<file path="src/rtl/lift_pkg.sv">
// Shared types and constants for the 7-floor lift director.
package lift_pkg;

  typedef enum logic [1:0] {
    STOP   = 2'b00,
    DOWN   = 2'b01,
    UP     = 2'b10,
    UPDOWN = 2'b11
  } dir_t;

  typedef enum logic [1:0] {
    IDLE,
    MOVE,
    DOOR
  } state_t;

  localparam int unsigned NFLOORS = 7;
  localparam logic [2:0]  F_FST   = 3'd1;
  localparam logic [2:0]  F_LST   = 3'd7;
  localparam logic        ON      = 1'b1;
  localparam logic        OFF     = 1'b0;

endpackage

</file>
<file path="src/rtl/lift_request_reg.sv">
// Car/hall request latches with per-floor clear and above/below/here reduction
// evaluated against a caller-supplied floor.
module lift_request_reg
  import lift_pkg::*;
(
  input  logic               clk,
  input  logic               reset,
  input  logic [NFLOORS-1:0] car_call,
  input  logic [NFLOORS-1:0] hall_up,
  input  logic [NFLOORS-1:0] hall_down,
  input  logic [2:0]         floor,
  input  logic               clear,
  output logic [NFLOORS-1:0] req_lamp,
  output logic               above,
  output logic               below,
  output logic               here,
  output logic               here_car,
  output logic               here_up,
  output logic               here_dn,
  output logic               press_here
);

  logic [NFLOORS-1:0] car_req, up_req, dn_req;
  logic [NFLOORS-1:0] car_req_d, up_req_d, dn_req_d;
  logic [NFLOORS-1:0] clr_mask, up_set, dn_set, any_req;

  always_comb begin
    clr_mask   = '0;
    above      = OFF;
    below      = OFF;
    here       = OFF;
    here_car   = OFF;
    here_up    = OFF;
    here_dn    = OFF;
    press_here = OFF;
    // No up button on the top floor, no down button on the bottom floor.
    up_set     = hall_up & 7'b0111111;
    dn_set     = hall_down & 7'b1111110;
    any_req    = car_req | up_req | dn_req;
    for (int i = 0; i < int'(NFLOORS); i++) begin
      if (floor == 3'(i + 1)) begin
        clr_mask[i] = clear;
        here        = any_req[i];
        here_car    = car_req[i];
        here_up     = up_req[i];
        here_dn     = dn_req[i];
        press_here  = car_call[i] | up_set[i] | dn_set[i];
      end
      if (any_req[i] && (3'(i + 1) > floor)) above = ON;
      if (any_req[i] && (3'(i + 1) < floor)) below = ON;
    end
    // Clear wins over a same-cycle set.
    car_req_d = (car_req | car_call) & ~clr_mask;
    up_req_d  = (up_req | up_set) & ~clr_mask;
    dn_req_d  = (dn_req | dn_set) & ~clr_mask;
    req_lamp  = any_req;
  end

  always_ff @(posedge clk) begin
    if (reset) begin
      car_req <= '0;
      up_req  <= '0;
      dn_req  <= '0;
    end else begin
      car_req <= car_req_d;
      up_req  <= up_req_d;
      dn_req  <= dn_req_d;
    end
  end

endmodule

</file>
<file path="src/rtl/lift_director.sv">
// Lift request scheduler: floor tracking from motion-unit edges, sweep-based
// stop decisions and door timing.
module lift_director
  import lift_pkg::*;
#(
  parameter int unsigned DOOR_CYCLES = 10000000
) (
  input  logic       clk,
  input  logic       reset,
  input  logic [6:0] car_call,
  input  logic [6:0] hall_up,
  input  logic [6:0] hall_down,
  input  logic [2:0] nextFloor,
  input  logic       move,
  output logic [2:0] currentFloor,
  output logic [1:0] currentDirection,
  output logic       hold,
  output logic [6:0] req_lamp
);

  localparam int unsigned TW = (DOOR_CYCLES > 1) ? $clog2(DOOR_CYCLES) : 1;
  localparam logic [TW-1:0] TLOAD = TW'(DOOR_CYCLES - 1);

  state_t          state_q, state_d;
  dir_t            sweep_q, sweep_d;
  logic [TW-1:0]   timer_q, timer_d;
  logic [2:0]      floor_q, floor_d, target_q, target_d;
  logic            move_q, rise, fall, clear;
  logic            above, below, here, here_car, here_up, here_dn, press_here;
  logic            ahead, behind, hall_match;

  assign rise = move & ~move_q;
  assign fall = ~move & move_q;

  // Requests are judged against the floor the car will be at after this edge.
  lift_request_reg u_req (
    .clk        (clk),
    .reset      (reset),
    .car_call   (car_call),
    .hall_up    (hall_up),
    .hall_down  (hall_down),
    .floor      (floor_d),
    .clear      (clear),
    .req_lamp   (req_lamp),
    .above      (above),
    .below      (below),
    .here       (here),
    .here_car   (here_car),
    .here_up    (here_up),
    .here_dn    (here_dn),
    .press_here (press_here)
  );

  always_comb begin
    floor_d    = fall ? target_q : floor_q;
    target_d   = rise ? nextFloor : target_q;
    state_d    = state_q;
    sweep_d    = sweep_q;
    timer_d    = timer_q;
    clear      = OFF;
    ahead      = (sweep_q == UP) ? above : below;
    behind     = (sweep_q == UP) ? below : above;
    hall_match = (sweep_q == UP) ? here_up : here_dn;

    unique case (state_q)
      IDLE: begin
        if (here) begin
          state_d = DOOR;
          timer_d = TLOAD;
          clear   = ON;
        end else if (above && below) begin
          state_d = MOVE;
        end else if (above) begin
          state_d = MOVE;
          sweep_d = UP;
        end else if (below) begin
          state_d = MOVE;
          sweep_d = DOWN;
        end
      end
      MOVE: begin
        if (fall && (here_car || hall_match || !ahead)) begin
          state_d = DOOR;
          timer_d = TLOAD;
          clear   = ON;
        end
      end
      DOOR: begin
        clear = ON;
        if (press_here) begin
          timer_d = TLOAD;
        end else if (timer_q == '0) begin
          if (ahead) begin
            state_d = MOVE;
          end else if (behind) begin
            state_d = MOVE;
            sweep_d = (sweep_q == UP) ? DOWN : UP;
          end else begin
            state_d = IDLE;
          end
        end else begin
          timer_d = timer_q - 1'b1;
        end
      end
      default: state_d = IDLE;
    endcase

    // Only one legal travel direction exists at the end floors.
    if (floor_d == F_LST) begin
      sweep_d = DOWN;
    end else if (floor_d == F_FST) begin
      sweep_d = UP;
    end
  end

  always_ff @(posedge clk) begin
    if (reset) begin
      state_q  <= IDLE;
      sweep_q  <= UP;
      timer_q  <= '0;
      floor_q  <= F_FST;
      target_q <= F_FST;
      move_q   <= 1'b0;
    end else begin
      state_q  <= state_d;
      sweep_q  <= sweep_d;
      timer_q  <= timer_d;
      floor_q  <= floor_d;
      target_q <= target_d;
      move_q   <= move;
    end
  end

  assign currentFloor     = floor_q;
  assign currentDirection = (state_q == MOVE) ? sweep_q : STOP;
  assign hold             = (state_q == DOOR) ? ON : OFF;

endmodule

</file>
<file path="config.mk">
export PLATFORM = sky130hd
export DESIGN_NAME = lift_director
export DESIGN_NICKNAME = d
export VERILOG_FILES = /design/src/rtl/lift_pkg.sv /design/src/rtl/lift_request_reg.sv /design/src/rtl/lift_director.sv
export SDC_FILE = /design/constraint.sdc
export NUM_CORES = 1
export LEC_CHECK = 0
export ABC_CLOCK_PERIOD_IN_PS = 3800
export BUFFER_PORTS_ARGS = -buffer_cell sky130_fd_sc_hd__buf_4
export CAP_MARGIN = 5
export CORE_ASPECT_RATIO = 2
export CORE_UTILIZATION = 30
export DETAILED_ROUTE_END_ITERATION = 8
export GPL_ROUTABILITY_DRIVEN = 0
export GPL_TIMING_DRIVEN = 1
export HOLD_SLACK_MARGIN = 0.03
export PLACE_DENSITY_LB_ADDON = 0.2
export SYNTH_ARGS = -nofsm -noshare
export SYNTH_HDL_FRONTEND = slang
export SYNTH_SLANG_ARGS = --single-unit
</file>
<file path="constraint.sdc">
create_clock -name clk -period 3.8 [get_ports clk]
set_input_delay 0.19 -clock clk [delete_from_list [all_inputs] [get_ports clk]]
set_output_delay 0.19 -clock clk [all_outputs]
set_load 0.02 [all_outputs]
</file>
# Yosys cells after proc, flatten, opt, wreduce, memory -nomap -nowiden

Cells that the tools add are included.

Flip-flop bits (word level): 56
Logic and storage cells: 189
Input port bits: 27

Add/subtract/negate cells: 1
Mux-type cells: 91
Bitwise gates (word level): 25
Eq/ne operators: 23
Reduce and logical (&&, ||, !) cells: 26
Magnitude comparators: 14

Operator list:

| cell                                                                        | count |
|---|---|
| 24-bit two-way mux                                                          | 4 |
| 24-bit case mux with 3 select lines                                         | 1 |
| 1-bit two-way mux                                                           | 64 |
| 2-bit two-way mux                                                           | 18 |
| 7-bit bitwise OR                                                            | 4 |
| 24-bit zero test                                                            | 1 |
| 4-bit inequality test, second input constant                                | 6 |
| 24-bit by 1-bit subtractor with 24-bit output, second input constant        | 1 |
| 7-bit bitwise AND                                                           | 3 |
| 1-bit logical AND                                                           | 16 |
| 3-bit equality test, second input constant                                  | 4 |
| 3-bit > comparator, first input constant                                    | 4 |
| 3-bit less-than comparator, first input constant                            | 4 |
| 1-bit bitwise OR                                                            | 12 |
| 5-bit inequality test, second input constant                                | 2 |
| 2-bit inequality test, second input constant                                | 4 |
| 4-bit AND reduction                                                         | 2 |
| 8-bit AND reduction                                                         | 1 |
| 7-bit NOT                                                                   | 1 |
| 7-bit by 6-bit bitwise OR with 7-bit output                                 | 1 |
| 3-bit by 2-bit equality test with 1-bit output, second input constant       | 2 |
| 2-bit by 3-bit > comparator with 1-bit output, first input constant         | 2 |
| 2-bit by 3-bit less-than comparator with 1-bit output, first input constant | 2 |
| 2-bit case mux with 3 select lines                                          | 1 |
| 16 further kinds                                                            | 20 |

# Depth between registers and ports, before layout

Word-level depth: 21
Depth in mapped cells: 12

# Cells and area by module

Synthesis repeated with hierarchy kept, for this count alone.

Cell total of the unflattened synthesis: 364
Area, all modules: 3229.3 µm²

By module, submodules not included:

| module           | cells an instance | times used | area an instance (µm²) | sequential area each (µm²) |
|---|---|---|---|---|
| lift_director    | 237               | 1          | 2119.5                 | 700.7 |
| lift_request_reg | 127               | 1          | 1109.8                 | 420.4 |

# Worst setup path before layout

No wires, ideal clock.

Path type: reg2reg
Start point: register timer_q[0]
End point: register sweep_q[1]
Required time: 3678 ps
Path buffers: 1
Library setup time: 122 ps
Data arrival time: 2580 ps
Stages on the path, launching flop included: 11
Setup slack: 1098 ps
Path through: dfxtp_1 inv_1 ha_1 or4b_2 nor3_2 and4_1 buf_2 o2111ai_1 o32ai_1 a31oi_1 a311o_1

Cells in the longest elaborated chain, start to end: 3

RTL lines:

| item                            | line                 | RTL |
|---|---|---|
| start, declared                 | lift_director.sv:26  | `logic [TW-1:0] timer_q, timer_d;` |
| start signal, assigned          | lift_director.sv:127 | `timer_q <= timer_d;` |
| 24-bit zero test                | lift_director.sv:92  | `end else if (timer_q == '0) begin` |
| 4-bit inequality test (no line) | n/a                  |  |
| 8-bit AND reduction (no line)   | n/a                  |  |
| end signal, assigned            | lift_director.sv:126 | `sweep_q <= sweep_d;` |
| end, declared                   | lift_director.sv:25  | `dir_t sweep_q, sweep_d;` |

Every way passes these cells.
A chain may end at the register's enable or synchronous reset.

# Worst setup path in the final report

Start point: register move_q
End point: register timer_q[12]

Cells in the longest elaborated chain, start to end: 17
Elaborated cells on any way between the ends: 98

RTL lines:

| item                                                                                                                          | line                                           | RTL |
|---|---|---|
| start, declared                                                                                                               | lift_director.sv:28                            | `logic move_q, rise, fall, clear;` |
| start signal, assigned                                                                                                        | lift_director.sv:130                           | `move_q <= move;` |
| 1-bit bitwise AND (*)                                                                                                         | lift_director.sv:33                            | `assign fall = ~move & move_q;` |
| 3-bit two-way mux                                                                                                             | lift_director.sv:55                            | `floor_d = fall ? target_q : floor_q;` |
| 1-bit by 3-bit less-than comparator with 1-bit output / 1-bit by 3-bit > comparator with 1-bit output (equally long branches) | lift_request_reg.sv:50, lift_request_reg.sv:49 |  |
| 1-bit logical AND, on equally long branches                                                                                   | lift_request_reg.sv:50, lift_request_reg.sv:49 |  |
| 1-bit two-way mux, on equally long branches (7 in series)                                                                     | lift_request_reg.sv:50, lift_request_reg.sv:49 |  |
| 1-bit two-way mux                                                                                                             | lift_director.sv:61                            | `ahead = (sweep_q == UP) ? above : below;` |
| 1-bit zero test                                                                                                               | lift_director.sv:82                            | `if (fall && (here_car \|\| hall_match \|\| !ahead)) begin` |
| 1-bit logical OR                                                                                                              | lift_director.sv:82                            |  |
| 1-bit logical AND                                                                                                             | lift_director.sv:82                            |  |
| 2-bit inequality test (no line)                                                                                               | n/a                                            |  |
| 4-bit AND reduction (no line)                                                                                                 | n/a                                            |  |

Mark *: on every way between the ends. The rest lies on a longest branch, timed or not.

==> metrics.txt <==
Pleak 1.35 nW; Avg Synthesized Cell Area between 8 and 9 um2; Mapped Cells ~400; per-cell routed wire length 17.7 um; setup TNS 0 ns; Yosys warning count 0; vias in the first global route slightly above 3k; initial DRC count 151; Syn Nets between 400 and 500; initial core utilization 0.309; Inserted Clock Buffers 5; grt ovf 0; synthesized area 3260 um2; Root Driver clkbuf_16; clock sinks between 50 and 60; GRT Util Overall 0.186; #FFs+latches synth 56; max cap viols 0; largest net degree at the start of global routing between 40 and 50; Tmin final around 3.2 ns; Crit Path Category reg -> reg; # IOs 40; Setup WS post-layout 0.593 ns; final core utilization 0.360; n_diodes 0; Setup-failing EPs final 0; critical-path maximum fanout 28; required time of the critical path ~4.0 ns; Post-CTS Hold Buffers 0; Via Count ~3.2k; CP arrival around 3.4 ns; Least-Margin Pin Slew 0.784 ns; die extent in y 149 um; row count 53; antenna-violating nets left 0; final hold violation count 0; most common cell after layout, fill and taps aside dfxtp_1; Worst-path clk slew 0.08 ns; fraction of layout cells with a size suffix above 1 0.166; final wirelength a little under 10 mm; Worst setup EP type flop; width of the chip around 76 um; FMAX 312 MHz; Worst setup SP type flop; H-tree depth 2; most frequent cells in the layout dfxtp_1, buf_4, nor2_1, nor3_1, a21oi_1; Netlist cell types 75; first-pass GRT wire length 15.6 mm; Post-synth EDFFs 0; Peak VDD IR about 250 uV; Setup Fix Bufs, Post-CTS 0; final net count 449; DIE AREA about 11000 um2; status finished clean; RSZ-0062 raised after global routing no; input/output buffers 37; Max Root-Sink Buffers 2; CTS tree yes; slew margin rel. 0.470; Hold Path Class in -> reg; Layout Skew between 0.007 and 0.008 ns; Place WS ~0.65 ns; vias per cell approximately 5.7; Core Region roughly 11000 um2; Clock Latency Late Sink about 0.3 ns; sequential area share after synthesis 0.344; Pins Over Slew Limit 0; post-CTS sizing 0; hpwl dp roughly 7.5 mm; initial antenna violation count 0; pwr dens ~610 nW/um2; area delta synth->final 16.3%; fin crit share 0.844; Top FF cell, synth dfxtp_1; drt pass-1 iters 4; DRC 0; FFs w/ async S/R, synth 0
## kinds of logic (layout without fill, tap and decap cells)
kind of cell,count (synthesis),after routing,synth area share
AOI/OAI and AO/OA,139,139,0.305
xor gates and xnor gates,1,1,0.00269
adders and majority gates,1,1,0.00384
buffers and inverters,35,62,0.0510
DFF,56,56,0.344
muxes,15,15,0.0537
and+or+nand+nor,148,148,0.240
## cell type report
class | instances | area, um2
clock buffers | 6 | 139
repair buffers | 39 | 293
clock inverters | 2 | 38.8
well taps | 137 | 171
fillers | 1123 | 6750
multi-input cells | 304 | 1970
inverters | 15 | 56.3
flip-flops and latches | 56 | 1120
## synth_stat cells, types with 3 or more instances
master	number	area share
nand4_1	3	0.0058
a311oi_1	6	0.016
o31ai_1	6	0.014
nand3_1	7	0.011
a31oi_1	8	0.015
nor4_1	5	0.0096
o21a_1	14	0.032
mux2_2	3	0.010
a211oi_1	7	0.016
buf_2	4	0.0061
o211ai_1	4	0.0092
nor2b_1	6	0.012
mux2i_1	9	0.028
nor3_1	30	0.046
nand2b_1	4	0.0077
inv_1	15	0.017
or4_1	3	0.0069
clkbuf_1	10	0.012
buf_6	3	0.010
nand2_1	22	0.025
o311ai_0	4	0.011
or3_1	9	0.017
nor2_1	36	0.041
and2_1	6	0.012
and3_1	4	0.0077
a21oi_1	28	0.043
o21ai_0	26	0.040
dfxtp_1	56	0.34
## worst max-delay path, cell delays in order, from the launching register on
cell      delay (ns)
dfxtp_1         0.50
nand2b_4        0.20
mux2_2          0.50
nor2_1          0.14
a221oi_2        0.44
o211ai_2        0.16
a21oi_4         0.62
nand2_1         0.15
o31ai_1         0.25
a21oi_1         0.09
## worst paths after layout
check,start,end,slack [ns],depth (start not counted)
worst max-delay path,move_q$_SDFF_PP0_,timer_q[12]$_SDFFE_PP0P_,0.59,9
worst min-delay path,hall_down[6],u_req.dn_req[6]$_SDFF_PP0_,0.09,2
worst max register to register,move_q$_SDFF_PP0_,timer_q[12]$_SDFFE_PP0P_,0.59,9
worst min register to register,timer_q[12]$_SDFFE_PP0P_,timer_q[12]$_SDFFE_PP0P_,0.47,2
## flip-flops by register name, indices dropped and copies added, names as in the netlist
signal and count:
u_req.dn_req 7, timer_q 24, u_req.up_req 7, u_req.car_req 7
target_q 3, state_q 2, currentFloor 3, move_q 1
sweep_q 2
## layer usage
metal / global-route usage / part of all wire
met5: 0 / 0
met2: 0.359 / 0.59
met1: 0.177 / 0.35
met3: 0.0209 / 0.027
met4: 0.106 / 0.041
## per-stage QoR
step	std cells	total power, mW	cell area (um2)	hold WS, ns
final	559	2.30	3790	0.0912
after global routing	559	2.46	3790	0.0864
after CTS	559	2.32	3790	0.0846
after detailed placement	551	1.76	3620	0.399
after global placement	551	1.75	3620	0.395
after floorplan	395	1.51	3260	0.300
## power breakdown
part,total [mW],internal (mW),switching (mW)
logic,0.906,0.339,0.567
registers,0.836,0.706,0.131
clock network,0.556,0.331,0.226
Note: power is estimated with default switching activity, not from simulation.
